`src/rtl/alu_issue_stage_pkg.sv`:
```
// Shared encodings for the ALU issue path: alu_op classes, ALU control codes,
// issue-FIFO occupancy states and the buffered entry layout.
package alu_issue_stage_pkg;

  typedef enum logic [1:0] {
    OP_MEM    = 2'b00,
    OP_BRANCH = 2'b01,
    OP_RTYPE  = 2'b10,
    OP_ITYPE  = 2'b11
  } alu_op_e;

  typedef enum logic [3:0] {
    CTRL_AND     = 4'b0000,
    CTRL_OR      = 4'b0001,
    CTRL_ADD     = 4'b0010,
    CTRL_SUB     = 4'b0100,
    CTRL_SLL     = 4'b1001,
    CTRL_SRL     = 4'b1010,
    CTRL_ILLEGAL = 4'b1111
  } ctrl_e;

  typedef enum logic [1:0] {
    ST_EMPTY = 2'b00,
    ST_ONE   = 2'b01,
    ST_TWO   = 2'b10
  } fifo_state_e;

  typedef struct packed {
    logic [31:0] a;
    logic [31:0] b;
    ctrl_e       ctrl;
    logic        illegal;
  } issue_entry_t;

  function automatic logic is_shift(input ctrl_e c);
    return (c == CTRL_SLL) || (c == CTRL_SRL);
  endfunction

endpackage

```
`src/rtl/alu_issue_stage_if.sv`:
```
// Decode-to-execute issue bus: upstream operation fields, flush, and the
// downstream operand/control handshake.
interface alu_issue_stage_if #(
  parameter int CNT_W = 8
);
  logic             in_valid;
  logic             in_ready;
  logic [1:0]       alu_op;
  logic [2:0]       funct3;
  logic             funct7_5;
  logic [31:0]      rs1_val;
  logic [31:0]      rs2_val;
  logic [31:0]      imm;
  logic             alu_src;
  logic             flush;
  logic             out_valid;
  logic             out_ready;
  logic [31:0]      A;
  logic [31:0]      B;
  logic [3:0]       ctrl;
  logic             illegal;
  logic [CNT_W-1:0] illegal_count;

  modport master (
    output in_valid, alu_op, funct3, funct7_5, rs1_val, rs2_val, imm, alu_src,
           flush, out_ready,
    input  in_ready, out_valid, A, B, ctrl, illegal, illegal_count
  );

  modport slave (
    input  in_valid, alu_op, funct3, funct7_5, rs1_val, rs2_val, imm, alu_src,
           flush, out_ready,
    output in_ready, out_valid, A, B, ctrl, illegal, illegal_count
  );
endinterface

```
`src/rtl/alu_ctrl_decode.sv`:
```
// Combinational ALU control decode from alu_op / funct3 / funct7 bit 30.
module alu_ctrl_decode
  import alu_issue_stage_pkg::*;
(
  input  logic [1:0] alu_op,
  input  logic [2:0] funct3,
  input  logic       funct7_5,
  output logic [3:0] ctrl,
  output logic       illegal
);

  // Map the operation class and funct fields onto a control code.
  always_comb begin
    ctrl = CTRL_ILLEGAL;
    case (alu_op_e'(alu_op))
      OP_MEM:    ctrl = CTRL_ADD;
      OP_BRANCH: ctrl = CTRL_SUB;
      OP_RTYPE, OP_ITYPE: begin
        case (funct3)
          3'b000: ctrl = ((alu_op_e'(alu_op) == OP_RTYPE) && funct7_5) ? CTRL_SUB : CTRL_ADD;
          3'b111: ctrl = CTRL_AND;
          3'b110: ctrl = CTRL_OR;
          3'b001: ctrl = CTRL_SLL;
          3'b101: if (!funct7_5) ctrl = CTRL_SRL;
          default: ctrl = CTRL_ILLEGAL;
        endcase
      end
      default: ctrl = CTRL_ILLEGAL;
    endcase
    illegal = (ctrl == CTRL_ILLEGAL);
  end

endmodule

```
`src/rtl/alu_issue_stage.sv`:
```
// ALU issue stage: decodes operations, selects operands and buffers them in a
// two-entry skid FIFO towards execute; counts accepted illegal operations.
module alu_issue_stage
  import alu_issue_stage_pkg::*;
#(
  parameter int CNT_W = 8
) (
  input logic               clk,
  input logic               rst,
  alu_issue_stage_if.slave  bus
);

  fifo_state_e      state, state_next;
  issue_entry_t     head, tail, new_entry;
  logic             in_ready_q;
  logic [CNT_W-1:0] cnt;
  logic [3:0]       dec_ctrl;
  logic             dec_illegal;
  logic [31:0]      b_raw;
  logic             accept, pop, out_valid;

  alu_ctrl_decode u_decode (
    .alu_op   (bus.alu_op),
    .funct3   (bus.funct3),
    .funct7_5 (bus.funct7_5),
    .ctrl     (dec_ctrl),
    .illegal  (dec_illegal)
  );

  // Build the entry to enqueue: operand select, shift-amount clamp, illegal zeroing.
  always_comb begin
    b_raw             = bus.alu_src ? bus.imm : bus.rs2_val;
    new_entry.ctrl    = ctrl_e'(dec_ctrl);
    new_entry.illegal = dec_illegal;
    new_entry.a       = dec_illegal ? '0 : bus.rs1_val;
    if (dec_illegal)
      new_entry.b = '0;
    else if (is_shift(ctrl_e'(dec_ctrl)))
      new_entry.b = {27'b0, b_raw[4:0]};
    else
      new_entry.b = b_raw;
  end

  assign accept = bus.in_valid && in_ready_q;
  assign pop    = out_valid && bus.out_ready;

  // State register plus registered in_ready derived from the next state.
  always_ff @(posedge clk) begin
    if (rst) begin
      state      <= ST_EMPTY;
      in_ready_q <= 1'b1;
    end else begin
      state      <= state_next;
      in_ready_q <= (state_next != ST_TWO);
    end
  end

  // Next-state logic; flush overrides any concurrent accept or pop.
  always_comb begin
    state_next = state;
    if (bus.flush) begin
      state_next = ST_EMPTY;
    end else begin
      case (state)
        ST_EMPTY: if (accept) state_next = ST_ONE;
        ST_ONE: begin
          if (accept && !pop)      state_next = ST_TWO;
          else if (!accept && pop) state_next = ST_EMPTY;
        end
        ST_TWO:   if (pop) state_next = ST_ONE;
        default:  state_next = ST_EMPTY;
      endcase
    end
  end

  // Entry storage: head feeds the outputs, tail is the skid slot.
  always_ff @(posedge clk) begin
    if (rst) begin
      head <= '0;
      tail <= '0;
    end else if (!bus.flush) begin
      case (state)
        ST_EMPTY: if (accept) head <= new_entry;
        ST_ONE: begin
          if (accept && pop) head <= new_entry;
          else if (accept)   tail <= new_entry;
        end
        ST_TWO:   if (pop) head <= tail;
        default: ;
      endcase
    end
  end

  // Saturating count of accepted illegal operations; flush voids the accept.
  always_ff @(posedge clk) begin
    if (rst)
      cnt <= '0;
    else if (accept && !bus.flush && dec_illegal && (cnt != '1))
      cnt <= cnt + 1'b1;
  end

  // Output decode: head entry when valid, zeros otherwise.
  always_comb begin
    out_valid   = (state != ST_EMPTY);
    bus.A       = out_valid ? head.a       : '0;
    bus.B       = out_valid ? head.b       : '0;
    bus.ctrl    = out_valid ? head.ctrl    : '0;
    bus.illegal = out_valid ? head.illegal : 1'b0;
  end

  assign bus.out_valid     = out_valid;
  assign bus.in_ready      = in_ready_q;
  assign bus.illegal_count = cnt;

endmodule

```
`src/flat_wrapper.sv`:
```
// flat-port wrapper written by rule: the top's interface ports become plain ports
module alu_issue_stage_flat import alu_issue_stage_pkg::*;
#(
  parameter int CNT_W = 8
)
  (clk, rst, bus_in_valid, bus_alu_op, bus_funct3, bus_funct7_5, bus_rs1_val, bus_rs2_val, bus_imm, bus_alu_src, bus_flush, bus_out_ready, bus_in_ready, bus_out_valid, bus_A, bus_B, bus_ctrl, bus_illegal, bus_illegal_count);
  alu_issue_stage_if #(.CNT_W(CNT_W)) bus_i ();
  input logic clk;
  input logic rst;
  input wire logic [$bits(bus_i.in_valid)-1:0] bus_in_valid;
  input wire logic [$bits(bus_i.alu_op)-1:0] bus_alu_op;
  input wire logic [$bits(bus_i.funct3)-1:0] bus_funct3;
  input wire logic [$bits(bus_i.funct7_5)-1:0] bus_funct7_5;
  input wire logic [$bits(bus_i.rs1_val)-1:0] bus_rs1_val;
  input wire logic [$bits(bus_i.rs2_val)-1:0] bus_rs2_val;
  input wire logic [$bits(bus_i.imm)-1:0] bus_imm;
  input wire logic [$bits(bus_i.alu_src)-1:0] bus_alu_src;
  input wire logic [$bits(bus_i.flush)-1:0] bus_flush;
  input wire logic [$bits(bus_i.out_ready)-1:0] bus_out_ready;
  output wire logic [$bits(bus_i.in_ready)-1:0] bus_in_ready;
  output wire logic [$bits(bus_i.out_valid)-1:0] bus_out_valid;
  output wire logic [$bits(bus_i.A)-1:0] bus_A;
  output wire logic [$bits(bus_i.B)-1:0] bus_B;
  output wire logic [$bits(bus_i.ctrl)-1:0] bus_ctrl;
  output wire logic [$bits(bus_i.illegal)-1:0] bus_illegal;
  output wire logic [$bits(bus_i.illegal_count)-1:0] bus_illegal_count;
  assign bus_i.in_valid = bus_in_valid;
  assign bus_i.alu_op = bus_alu_op;
  assign bus_i.funct3 = bus_funct3;
  assign bus_i.funct7_5 = bus_funct7_5;
  assign bus_i.rs1_val = bus_rs1_val;
  assign bus_i.rs2_val = bus_rs2_val;
  assign bus_i.imm = bus_imm;
  assign bus_i.alu_src = bus_alu_src;
  assign bus_i.flush = bus_flush;
  assign bus_i.out_ready = bus_out_ready;
  assign bus_in_ready = bus_i.in_ready;
  assign bus_out_valid = bus_i.out_valid;
  assign bus_A = bus_i.A;
  assign bus_B = bus_i.B;
  assign bus_ctrl = bus_i.ctrl;
  assign bus_illegal = bus_i.illegal;
  assign bus_illegal_count = bus_i.illegal_count;
  alu_issue_stage #(.CNT_W(CNT_W)) u_core (.clk(clk), .rst(rst), .bus(bus_i));
endmodule
```
`config.mk`:
```
export PLATFORM = sky130hd
export DESIGN_NAME = alu_issue_stage_flat
export DESIGN_NICKNAME = d
export VERILOG_FILES = /design/src/rtl/alu_issue_stage_pkg.sv /design/src/rtl/alu_issue_stage_if.sv /design/src/rtl/alu_ctrl_decode.sv /design/src/rtl/alu_issue_stage.sv /design/src/flat_wrapper.sv
export SDC_FILE = /design/constraint.sdc
export NUM_CORES = 1
export LEC_CHECK = 0
export CORE_ASPECT_RATIO = 0.6
export CORE_MARGIN = 2
export CORE_UTILIZATION = 52
export CTS_CLUSTER_DIAMETER = 80
export DETAILED_ROUTE_END_ITERATION = 10
export HOLD_SLACK_MARGIN = 0.02
export PLACE_DENSITY = 0.92
export SLEW_MARGIN = 20
export SYNTH_ARGS = -nofsm -noshare
export SYNTH_HDL_FRONTEND = slang
export SYNTH_SLANG_ARGS = --single-unit
```
`constraint.sdc`:
```
create_clock -name clk -period 4.9 [get_ports clk]
set_input_delay 0.98 -clock clk [delete_from_list [all_inputs] [get_ports clk]]
set_output_delay 0.98 -clock clk [all_outputs]
set_load 0.005 [all_outputs]
```
==> summary.txt <==
postcts setup bufs: 0
gr usage total: 26.7%
Port Buf Inserts: 186
TritonCTS clock tree: done
DR WL/cell: 15.8 um
Max Clk Rate: 0.308 GHz
Final Cycle Share: 66.3%
Startpoint Class: input pin
Fin. Hold Viols: 0
Critical Path AT: 3.60 ns
CTS Hold Buffers Added: 0
Post-Synthesis Net Count: 988
Chip Width: 153 um
hpwl dp: 12300 um
yosys warns: 0
drt first pass iters: 5
pre-CTS setup slack: 1.33 ns
Root Driver: clkbuf_16
Synth cell types: 44
CTS clk-pin slew, worst paths: 0.06 ns
DR iter-0 viols: 599
Bufs on Longest Clock Path: 2
Most used DFF post-synth: dfxtp_1
Critical Path RT: 5.25 ns
Routed WL: 19000 um
CTS buffer count: 17
num rows: 32
Yosys reg bits: 149
number of diodes: 0
vias: 6834
hold_ws: 0.454 ns
clock sink count: 149
Critical R2R Capture: u_core.tail[9]$_SDFFE_PP0P_
global-route wire length before repair: 31500 um
register area share after synthesis: 43.1%
Slew Limit Fails: 0
number of flops mapped to enable cells by yosys: 0
die height: 93.4 um
status: completed
worst r2r path cells: 4
Final #Nets: 1125
most frequent cells after synthesis: dfxtp_1, nand2_1, nor2_1
R2R Setup Slk: 2.46 ns
Setup violations, final: 0
post-synthesis instance total: 879
GP Congestion: 0.849
mapped cell area: 6920 um2
cts repair resizes: 0
Worst Skew: 0.00848 ns
Syn Area/Cell: 7.87 um2
fin crit period: 3.25 ns
starting density of the core: 53.5%
Crit Path Max Fanout: 93
antenna violations before repair: 0
Power, Total: 2.87 mW
vias per cell: 5.70
Synth area leaders: dfxtp_1, and2_1, nand2_1
Worst Hold Class: reg2reg
layout cells sized above 1: 5.83%
Skew-Pair Late Insertion Delay: 0.42 ns
Filler cells: 957
leakage: 3.30 nW
Area Overhead vs Synth: 35.8%
Final TNS setup: 0 ns
Post-route DRC: 0
largest net degree at the start of global routing: 105
hold path depth: 2
cell with the most instances after synthesis: dfxtp_1
H-tree lvl count: 4
vias in the first global route: 6493
Slew HR: 31.0%
FF-to-FF Start: u_core.state[0]$_SDFF_PP0_
Synth top area share: 43.1%
Worst VDD drop: 0.249 mV
Crit. End Element: flip-flop
die area: 14300 um2
cell taking the most area after synthesis: dfxtp_1
worst setup margin: 1.65 ns
kind of critical path: in2reg
Ports: 187
post-route ant nets: 0
PwrDens: 306 nW/um2
RSZ-0062 raised after global routing: no
Hold Path Sink: u_core.tail[66]$_SDFFE_PP0P_
asr flop ratio synth: 0%
slew of the pin with the lowest slew margin: 1.04 ns
max-cap check violation count: 0
core area: 12900 um2
Hold Startpoint: u_core.tail[66]$_SDFFE_PP0P_
Worst Setup SP: bus_flush
global route overflow: 0
routing by layer:
layer  GRT usage (%)  wire length, um  vias up
met5               0                0        -
met3            5.51             1470       17
met2            42.6             8600      286
li1                -                -     3319
met4            5.94              154        0
met1            37.7             8750     3212
cell type report:
class	instances	area [um2]	share of cell area (%)
clock inverter	11	128	1.36
inverter	5	21.3	0.226
tap	170	213	2.26
multi-input combinational	649	3660	39.0
sequential	149	2980	31.7
clock buffer	21	460	4.90
timing repair buffer	194	1930	20.5
worst max-delay path, stage by stage:
cell             delay [ns]
clkdlybuf4s50_1        0.56
and4bb_2               0.47
nand2b_4               0.54
a211oi_1               0.81
a22o_1                 0.24
sequential cells by signal (all words and copies together), names as in the netlist:
| signal | count |
|---|---|
| u_core.head | 69 |
| u_core.tail | 69 |
| u_core.bus.illegal_count | 8 |
| u_core.state | 2 |
| u_core.bus.in_ready | 1 |
power by group:
group          leakage [nW]  total (mW)  switching (mW)  internal [mW]
combinational          1.82       0.313           0.161          0.152
sequential             1.21        1.27          0.0195           1.25
clock                 0.279        1.29           0.513          0.778
total                  3.30        2.87           0.693           2.18
worst max-delay path by stage:
stage	endpoint	cells past startpoint
floorplan	u_core.head[6]$_SDFFE_PP0P_	5
global placement	u_core.tail[5]$_SDFFE_PP0P_	5
finish	u_core.tail[9]$_SDFFE_PP0P_	5
global route	u_core.tail[7]$_SDFFE_PP0P_	5
CTS	bus_B[26]	3
detailed placement	u_core.tail[9]$_SDFFE_PP0P_	5
stage by stage:
step | cell area [um2] | util [%] | instances
after global routing | 9400 | 72.7 | 1199
after detailed placement | 8800 | 68.1 | 1167
final | 9400 | 72.7 | 1199
after floorplan | 6920 | - | 879
after CTS | 9390 | 72.6 | 1199
after global placement | 8800 | 68.1 | 1167
kinds of logic after synthesis:
| kind of cell | count (synthesis) | synth area share, % |
|---|---|---|
| adder cells (fa/ha/maj) | 1 | 0.181 |
| flip-flops | 149 | 43.1 |
| AND/OR/NAND/NOR | 388 | 27.0 |
| XOR/XNOR | 2 | 0.253 |
| multiplexers | 33 | 4.86 |
| buffers and inverters | 81 | 4.72 |
| AO/OA/AOI/OAI | 225 | 19.9 |
cell usage in the layout (no fill, tap or decap), types with 6 or more instances in the layout:
master           synthesis  layout
nand2_1                109     108
a21oi_1                 72      72
nor3_1                  38      38
nand3_1                 70      70
o21ai_0                 58      58
mux2i_1                 28      28
a21boi_0                32      32
dfxtp_1                149     149
clkbuf_16                0      17
nor2_1                  75      74
o21ai_1                  7       6
o211ai_1                28      28
and2_1                  71      71
buf_4                    0       8
clkdlybuf4s50_1          0     184
Power figures use the tool's default switching activity.
==> edit (same flow settings) <==
`CNT_W` is set to 8 in 3 places; all go to 12.
--- a/src/rtl/alu_issue_stage_if.sv
+++ b/src/rtl/alu_issue_stage_if.sv
@@ -1,7 +1,7 @@
 // Decode-to-execute issue bus: upstream operation fields, flush, and the
 // downstream operand/control handshake.
 interface alu_issue_stage_if #(
-  parameter int CNT_W = 8
+  parameter int CNT_W = 12
 );
   logic             in_valid;
   logic             in_ready;
--- a/src/rtl/alu_issue_stage.sv
+++ b/src/rtl/alu_issue_stage.sv
@@ -3,7 +3,7 @@
 module alu_issue_stage
   import alu_issue_stage_pkg::*;
 #(
-  parameter int CNT_W = 8
+  parameter int CNT_W = 12
 ) (
   input logic               clk,
   input logic               rst,
--- a/src/flat_wrapper.sv
+++ b/src/flat_wrapper.sv
@@ -1,7 +1,7 @@
 // flat-port wrapper written by rule: the top's interface ports become plain ports
 module alu_issue_stage_flat import alu_issue_stage_pkg::*;
 #(
-  parameter int CNT_W = 8
+  parameter int CNT_W = 12
 )
   (clk, rst, bus_in_valid, bus_alu_op, bus_funct3, bus_funct7_5, bus_rs1_val, bus_rs2_val, bus_imm, bus_alu_src, bus_flush, bus_out_ready, bus_in_ready, bus_out_valid, bus_A, bus_B, bus_ctrl, bus_illegal, bus_illegal_count);
   alu_issue_stage_if #(.CNT_W(CNT_W)) bus_i ();
Interface: changed (resized bus_illegal_count); port bits go from 187 to 191. The function was not compared with the original's and may differ.
==> edit against the original RTL <==
- final cell count increased by 3.2%
- synthesized cell count increased by 4.4%
- sequential cell count increased by 4
- utilization decreased by 1.4 points
- sequential power increased by 3%
- area after synthesis increased by 3.8%
- setup slack improved by 0.019 ns
- cell area increased by 3.1%
- total power increased by 7.3%
- clock power increased by 9%
- wire length increased by 4.4%
- critical endpoint is now bus_B[29]
- largest cell class unchanged
==> edit: results (changes against the original RTL) <==
[sta]
max-slew-margin-rel_pct=29.7  ; -1.2 points
skew_ns=0.0111  ; +0.00265 ns
fin_tns_setup_ns=0  ; unchanged

[power_and_ir_drop]
p_comb_mw=0.364  ; +16%
p_leak_nw=3.52  ; +6.5%
p_int_mw=2.34  ; +7.2%
power_switching_share_pct=24.2  ; +0.032 points
max-vdd-ir-drop_mv=0.251  ; +0.96%
seq_power_share_pct=42.6  ; -1.6 points

[synthesis]
yosysSeqAreaShare_pct=42.6  ; -0.46 points
synth_top_area_share_pct=42.6  ; -0.46 points
ys_types=43  ; -2.3%
synth_area_leaders=dfxtp_1 43%, a21oi_1 7.7%, a211oi_1 7.4%, nor2_1 7.4%, and2_1 6.2%
synth_common_cells=153 x dfxtp_1, 141 x nor2_1, 111 x a21oi_1
syn_inst=918  ; +4.4%
syn-num-nets=1027  ; +3.9%

[grt]
grt_pass1_wl_um=31600  ; +0.44%
grt_start_max_net_pins=101  ; -3.8%
grt_usage_pct=26.6  ; -0.17 points
grt_pass1_vias=6399  ; -1.4%

[place]
postPlaceCellArea_mm2=0.00904  ; +2.7%
gp_congestion=0.869  ; +2.4%
dpl.hpwl_um=12400  ; +0.95%
io_buffers=190  ; +2.2%
post-place-ws_ns=1.42  ; +0.0945 ns

[clocking]
clock_latency_ns=0.42  ; about the same
cts_root_buffer=clkbuf_16
post_cts_resized=0  ; unchanged
htreeDepth=4  ; unchanged

[drt]
drt_iter0_drc=529  ; -12%
first_pass_iters=5  ; unchanged
vias=7168  ; +4.9%
wl_per_cell_um=16.0  ; +1.1%

[setup_path]
max_stage_delay_ns=0.58  ; -0.23 ns
path_max_fanout=70  ; -25%
worst_path_max_delay_cell=or2_4
arrival_ns=2.25  ; -1.35 ns

[cells_and_area]
drive_gt1_share_pct=5.08  ; -0.75 points
finalNonFillerCells=1237  ; +3.2%
fillers=1038  ; +8.5%
insertedDiodeCount=0  ; unchanged
finalNetCount=1158  ; +2.9%

[min_path]
hold_class=reg2reg

[outcome]
status=finished clean

-- edit: routing by layer --
metal / share of wire, % / vias up / routed length [um] / global-route usage (%)
met3: 9.0 / 25 / 1790 / 8.00
met2: 45 / 293 / 8870 / 41.9
met1: 45 / 3375 / 8940 / 36.0
li1: - / 3475 / - / -
met4: 1.0 / 0 / 198 / 6.65
met5: 0 / - / 0 / 0
-- edit: cell families after synthesis --
group	after synthesis	synth area share [%]
fa+ha+maj	1	0.174
buf+inv	89	5.19
simple gates	433	29.3
compound gates	200	17.0
mux	34	4.76
flops	153	42.6
xor+xnor	8	0.976
-- edit: critical path: cells and delay by family (launching register included) --
| family | cells | cell delay (ns) |
|---|---|---|
| simple gates | 2 | 0.80 |
| buf+inv | 1 | 0.53 |
| flops | 1 | 0.45 |
-- edit: final timing paths --
| check | start | cells past startpoint | slack [ns] | endpoint |
|---|---|---|---|---|
| worst max-delay path | u_core.state[1]$_SDFF_PP0_ | 3 | 1.67 | bus_B[29] |
| worst min-delay path | u_core.tail[39]$_SDFFE_PP0P_ | 2 | 0.45 | u_core.tail[39]$_SDFFE_PP0P_ |
| worst max register to register | u_core.bus.in_ready$_SDFF_PP1_ | 6 | 2.52 | u_core.head[30]$_SDFFE_PP0P_ |
| worst min register to register | u_core.tail[39]$_SDFFE_PP0P_ | 2 | 0.45 | u_core.tail[39]$_SDFFE_PP0P_ |
-- edit: layout make-up --
cell class              instances  area, um^2  area share (%)
repair buffers                197        1960            20.2
clock inverters                13         191            1.98
inverters                       4        15.0           0.155
well taps                     175         219            2.26
multi-input cells             676        3790            39.2
clock buffers                  19         443            4.57
flip-flops and latches        153        3060            31.6
